==> src/rtl/gba_sound_psg_mix.sv <==
// PSG channel mixer: per-side gating, master volume, PSG ratio, decimation.
// Define GBA_PSG_MIX_AVG_EN to box-average frames instead of point sampling.
module gba_sound_psg_mix #(
  parameter int DEC_SHIFT = 4,
  parameter int OUT_W     = 16
) (
  input  logic             clk,
  input  logic             reset,
  input  logic             gb_on,
  input  logic [15:0]      ch1_in,
  input  logic [15:0]      ch2_in,
  input  logic [15:0]      ch3_in,
  input  logic [15:0]      ch4_in,
  input  logic [3:0]       ch_on,
  input  logic [3:0]       enable_l,
  input  logic [3:0]       enable_r,
  input  logic [2:0]       vol_l,
  input  logic [2:0]       vol_r,
  input  logic [1:0]       psg_ratio,
  output logic [OUT_W-1:0] out_l,
  output logic [OUT_W-1:0] out_r,
  output logic             out_valid,
  input  logic             out_ready,
  output logic             overrun
);

  localparam int MW = 21;
  localparam int CW = (DEC_SHIFT > 0) ? DEC_SHIFT : 1;
  localparam logic [CW-1:0] LAST = CW'((1 << DEC_SHIFT) - 1);
  localparam logic signed [MW-1:0] SMAX = MW'((1 << (OUT_W - 1)) - 1);
  localparam logic signed [MW-1:0] SMIN = -SMAX - 1;

  logic                 w_rst;
  logic [15:0]          w_ch;
  logic signed [17:0]   w_term_l;
  logic signed [17:0]   w_term_r;
  logic signed [MW-1:0] w_gain_l;
  logic signed [MW-1:0] w_gain_r;
  logic signed [MW-1:0] w_prod_l;
  logic signed [MW-1:0] w_prod_r;
  logic [1:0]           w_sh;
  logic signed [MW-1:0] w_smp_l;
  logic signed [MW-1:0] w_smp_r;

  logic [1:0]           r_phase;
  logic signed [17:0]   r_sum_l;
  logic signed [17:0]   r_sum_r;
  logic                 r_fv;
  logic signed [MW-1:0] r_mix_l;
  logic signed [MW-1:0] r_mix_r;
  logic                 r_mix_v;
  logic                 r_mix_last;
  logic [CW-1:0]        r_cnt;
  logic [OUT_W-1:0]     r_out_l;
  logic [OUT_W-1:0]     r_out_r;
  logic                 r_out_v;
  logic                 r_ovr;

  assign w_rst = reset | ~gb_on;

  function automatic logic [OUT_W-1:0] f_sat(input logic signed [MW-1:0] v);
    if (v > SMAX) return SMAX[OUT_W-1:0];
    if (v < SMIN) return SMIN[OUT_W-1:0];
    return v[OUT_W-1:0];
  endfunction

  // select the channel read in the current phase
  always_comb begin
    w_ch = ch1_in;
    unique case (r_phase)
      2'd0: w_ch = ch1_in;
      2'd1: w_ch = ch2_in;
      2'd2: w_ch = ch3_in;
      2'd3: w_ch = ch4_in;
    endcase
  end

  assign w_term_l = (ch_on[r_phase] & enable_l[r_phase])
                  ? {{2{w_ch[15]}}, w_ch} : '0;
  assign w_term_r = (ch_on[r_phase] & enable_r[r_phase])
                  ? {{2{w_ch[15]}}, w_ch} : '0;

  assign w_gain_l = MW'({1'b0, vol_l} + 4'd1);
  assign w_gain_r = MW'({1'b0, vol_r} + 4'd1);
  assign w_prod_l = MW'(r_sum_l) * w_gain_l;
  assign w_prod_r = MW'(r_sum_r) * w_gain_r;

  // PSG ratio to right-shift amount; code 3 behaves as 25%
  always_comb begin
    w_sh = 2'd2;
    unique case (psg_ratio)
      2'd2:    w_sh = 2'd0;
      2'd1:    w_sh = 2'd1;
      default: w_sh = 2'd2;
    endcase
  end

  // phase counter and per-frame channel sums
  always_ff @(posedge clk) begin
    if (w_rst) begin
      r_phase <= '0;
      r_sum_l <= '0;
      r_sum_r <= '0;
      r_fv    <= 1'b0;
    end else begin
      r_phase <= r_phase + 2'd1;
      r_fv    <= (r_phase == 2'd3);
      if (r_phase == 2'd0) begin
        r_sum_l <= w_term_l;
        r_sum_r <= w_term_r;
      end else begin
        r_sum_l <= r_sum_l + w_term_l;
        r_sum_r <= r_sum_r + w_term_r;
      end
    end
  end

  // scale completed frame and track its position in the window
  always_ff @(posedge clk) begin
    if (w_rst) begin
      r_mix_l    <= '0;
      r_mix_r    <= '0;
      r_mix_v    <= 1'b0;
      r_mix_last <= 1'b0;
      r_cnt      <= '0;
    end else begin
      r_mix_v <= r_fv;
      if (r_fv) begin
        r_mix_l    <= w_prod_l >>> w_sh;
        r_mix_r    <= w_prod_r >>> w_sh;
        r_mix_last <= (r_cnt == LAST);
        r_cnt      <= (r_cnt == LAST) ? '0 : r_cnt + CW'(1);
      end
    end
  end

`ifdef GBA_PSG_MIX_AVG_EN
  localparam int AW = MW + DEC_SHIFT;

  logic                 r_mix_first;
  logic signed [AW-1:0] r_acc_l;
  logic signed [AW-1:0] r_acc_r;
  logic signed [AW-1:0] w_acc_l;
  logic signed [AW-1:0] w_acc_r;
  logic signed [AW-1:0] w_avg_l;
  logic signed [AW-1:0] w_avg_r;

  assign w_acc_l = (r_mix_first ? '0 : r_acc_l) + AW'(r_mix_l);
  assign w_acc_r = (r_mix_first ? '0 : r_acc_r) + AW'(r_mix_r);
  assign w_avg_l = w_acc_l >>> DEC_SHIFT;
  assign w_avg_r = w_acc_r >>> DEC_SHIFT;
  assign w_smp_l = w_avg_l[MW-1:0];
  assign w_smp_r = w_avg_r[MW-1:0];

  // window accumulator, restarted by the first frame of each window
  always_ff @(posedge clk) begin
    if (w_rst) begin
      r_mix_first <= 1'b0;
      r_acc_l     <= '0;
      r_acc_r     <= '0;
    end else begin
      if (r_fv) r_mix_first <= (r_cnt == '0);
      if (r_mix_v) begin
        r_acc_l <= w_acc_l;
        r_acc_r <= w_acc_r;
      end
    end
  end
`else
  assign w_smp_l = r_mix_l;
  assign w_smp_r = r_mix_r;
`endif

  // output register with valid/ready and overrun detection
  always_ff @(posedge clk) begin
    if (w_rst) begin
      r_out_l <= '0;
      r_out_r <= '0;
      r_out_v <= 1'b0;
      r_ovr   <= 1'b0;
    end else if (r_mix_v & r_mix_last) begin
      r_out_l <= f_sat(w_smp_l);
      r_out_r <= f_sat(w_smp_r);
      r_out_v <= 1'b1;
      r_ovr   <= r_out_v & ~out_ready;
    end else begin
      r_ovr <= 1'b0;
      if (r_out_v & out_ready) r_out_v <= 1'b0;
    end
  end

  assign out_l     = r_out_l;
  assign out_r     = r_out_r;
  assign out_valid = r_out_v;
  assign overrun   = r_ovr;

endmodule

==> config.mk <==
export PLATFORM = sky130hd
export DESIGN_NAME = gba_sound_psg_mix
export DESIGN_NICKNAME = d
export VERILOG_FILES = /design/src/rtl/gba_sound_psg_mix.sv
export SDC_FILE = /design/constraint.sdc
export NUM_CORES = 1
export LEC_CHECK = 0
export BUFFER_PORTS_ARGS = -buffer_cell sky130_fd_sc_hd__buf_2
export CAP_MARGIN = 20
export CORE_MARGIN = 4
export CORE_UTILIZATION = 66
export CTS_BUF_LIST = sky130_fd_sc_hd__clkbuf_16
export DETAILED_ROUTE_END_ITERATION = 12
export GPL_TIMING_DRIVEN = 0
export PLACE_DENSITY = 0.95
export SLEW_MARGIN = 10
export SYNTH_ARGS = -nofsm -noshare
export SYNTH_HDL_FRONTEND = slang
export SYNTH_SLANG_ARGS = --single-unit
==> constraint.sdc <==
create_clock -name clk -period 11.5 [get_ports clk]
set_input_delay 1.725 -clock clk [delete_from_list [all_inputs] [get_ports clk]]
set_output_delay 1.725 -clock clk [all_outputs]
set_load 0.03 [all_outputs]
==> results.yml <==
yosys:
  synth_edf_count: 0
  ys_seq_area_share_pct: 19.8
  synth_cell_types: 82
  avgSynthCellArea_um2: 7.93
  yosys_warnings: 0
  synth_top_area_cell: "dfxtp_1"
  netlist.area_leader.share_pct: 19.8
  syn_inst: 1539
  synth_ff_type: "dfxtp_1"
  syn-num-nets: 1817
  synthesis.area_um2: 12200
  synthTopCellsByCount: "nor2_1 (153), a21oi_1 (130), inv_1 (128)"
  ys_ff_latch: 121
  post-synth-top-count-cell: "nor2_1"
  yosys-top-cells-area: "dfxtp_1 (20%), ha_1 (12%), fa_1 (11%), and2_1 (5.7%), a21oi_1 (5.3%)"
  async_flop_share_pct: 0
layout:
  multi_input_area_um2: 8990
  design_area_um2: 13700
  syn_to_final_growth_pct: 11.9
  fillers: 1196
  final_layout_size_suffix_gt1_share_pct: 10.7
  diodes: 0
  fin_nets: 1957
  final_cell_count_no_fill: 1919
  seqCellArea_um2: 2420
timing:
  finalSetupViolCount: 0
  skew_ns: 0.0158
  finalMaxSlewViolations: 0
  setup_tns_ns: 0
  grt_setup_unrepaired: "false"
  hold_viol: 0
  max_slew_margin_pct: 38.5
  timing.fmax_mhz: 141
  period_needed_ns: 7.08
  worst_pin_slew_ns: 0.922
  post-route-period-util_pct: 61.5
clock_network:
  cts_buffers: 17
  holdBufCountCts: 0
  clk_pin_slew_ns: 0.06
  post_cts_resized: 0
  clk_latency_ns: 0.43
  cts_root_buf: "clkbuf_16"
  cts_tree: "done"
  clock_sinks: 121
  clk_path_buf_depth: 2
  cts_setup_buffers: 0
  h-tree-depth: 4
place:
  gp_congestion: 0.964
  detailed_place_hpwl_mm: 27.2
  placed_area_um2: 13100
  place_inst: 1889
  io_buffers: 121
hold_path:
  hold_class: "reg -> reg"
  hold_depth: 2
setup_path:
  cp.arrival_ns: 7.42
  startpoint_type: "primary input"
  worstPathRequired_ns: 11.84
  timing.rr.start: "r_sum_l[3]$_SDFF_PP0_"
  crit_path_end_kind: "flop"
  crit_type: "in -> reg"
  rr_worst_depth: 16
  cp-startpoint: "vol_l[0]"
  path_max_fanout: 10
  reg2reg_slack_ns: 6.55
  r2r-end: "r_mix_l[16]$_SDFFE_PP0P_"
  endpoint: "r_mix_l[16]$_SDFFE_PP0P_"
floorplan:
  start_util_pct: 67.5
  die_area_um2: 20700
  num_rows: 49
  io_pins: 122
  die_x_um: 144
  die_y_um: 144
  fp.coreArea_um2: 18100
pwr:
  p_leak_uw: 0.00664
  pwr-share-clk_pct: 44.4
  swShare_pct: 31.0
  internal_power_uw: 823
  p_sw_uw: 370
  p_comb_share_pct: 19.5
  pwr-share-seq_pct: 36.2
  ir_worst_vdd_mv: 0.115
  p_per_area_nw_per_um2: 87.4
  power.total_uw: 1190
routing:
  vias: 12100
  wl_mm: 36.8
  wl_per_cell_um: 19.2
  drc: 0
  dr.pass1.iters: 6
  drtIter0Drc: 1166
  ant_nets: 0
  viasPerCell: 6.33
run_status:
  status: "completed"
global_routing:
  grt.overflow.total: 0
  grt_pass1_wl_mm: 59.0
  first_global_vias: 12100
  grt_max_degree: 17
  antenna_found_initial: 0
  grtUsageTotal_pct: 35.7
run:
  maxCapViolations: 0
power by group through the flow:
| stage | clock network [µW] | registers [µW] | logic (µW) |
|---|---|---|---|
| 2_1_floorplan | 0 | 437 | 154 |
| 3_3_place_gp | 0 | 440 | 212 |
| 3_5_place_dp | 0 | 440 | 222 |
| 4_1_cts | 524 | 431 | 226 |
| 5_1_grt | 545 | 432 | 253 |
| 6_report | 529 | 432 | 232 |
per-stage QoR:
| step | utilization [%] | setup WS, ns | hold slack (ns) |
|---|---|---|---|
| global placement | 72.4 | 4.41 | 0.440 |
| floorplan | - | 5.16 | 0.425 |
| global route | 75.5 | 4.29 | 0.492 |
| finish | 75.5 | 4.42 | 0.459 |
| detailed placement | 72.4 | 4.16 | 0.446 |
| CTS | 75.5 | 4.55 | 0.460 |
cell families after synthesis:
logic type	share of synthesized area (%)
buffers and inverters	6.48
XOR/XNOR	4.88
AND/OR/NAND/NOR	21.6
multiplexers	3.22
flip-flops	19.8
AO/OA/AOI/OAI	20.2
adder cells (fa/ha/maj)	23.8
how the worst min path moves through the flow:
stage / startpoint / to / slack (ns)
after floorplan: r_mix_l[8]$_SDFFE_PP0P_ / r_mix_l[8]$_SDFFE_PP0P_ / 0.43
after global placement: r_mix_l[8]$_SDFFE_PP0P_ / r_mix_l[8]$_SDFFE_PP0P_ / 0.44
after detailed placement: r_mix_r[10]$_SDFFE_PP0P_ / r_mix_r[10]$_SDFFE_PP0P_ / 0.45
after CTS: out_l[15]$_SDFFE_PP0P_ / out_l[15]$_SDFFE_PP0P_ / 0.46
after global routing: out_l[15]$_SDFFE_PP0P_ / out_l[15]$_SDFFE_PP0P_ / 0.49
final: out_l[15]$_SDFFE_PP0P_ / out_l[15]$_SDFFE_PP0P_ / 0.46
worst max-delay path, cell delays in order:
cell and delay (ns):
buf_2 0.12, ha_1 0.24, xor2_1 0.54, clkbuf_1 0.45
and2_1 0.20, ha_1 0.23, inv_1 0.10, fa_1 0.43
fa_1 0.57, inv_1 0.06, ha_1 0.34, and3_1 0.24
a221oi_2 0.39, o221ai_2 0.22, a31o_1 0.28, o41a_1 0.32
xor2_1 0.27, mux2i_1 0.17, a221o_1 0.38, a21oi_1 0.15
state kept, by name, summed over array words and instances, names as in the netlist:
name	cells
out_l	16
out_r	16
out_valid	1
overrun	1
r_cnt	4
r_fv	1
r_mix_l	21
r_mix_last	1
r_mix_r	21
r_mix_v	1
r_phase	2
r_sum_l	18
r_sum_r	18
final cells by class:
cell class                 instances  area share [%]
multi-input combinational       1213            65.9
clock inverter                    13           0.962
sequential                       121            17.7
clock buffer                      17            3.12
inverter                         132            3.63
timing repair buffer             121            4.44
buffer                            73            2.16
tap                              229            2.10
per-layer routing:
metal | track usage (%) | routed length, µm | vias up
li1 | - | - | 5575
met1 | 42.2 | 13800 | 5564
met2 | 59.6 | 17100 | 792
met3 | 6.78 | 3380 | 213
met4 | 22.4 | 2470 | 0
met5 | 0 | 0 | -
placed cells by master (no fill, tap or decap), types with 65 or more instances in the layout:
cell	netlist	layout
a21oi_1	130	130
and2_1	112	112
buf_2	2	123
clkbuf_1	65	65
dfxtp_1	121	121
fa_1	70	70
ha_1	120	120
inv_1	128	128
nand2_1	121	121
nor2_1	153	153
o21ai_0	94	94
Note: power is estimated with default switching activity, not from simulation.
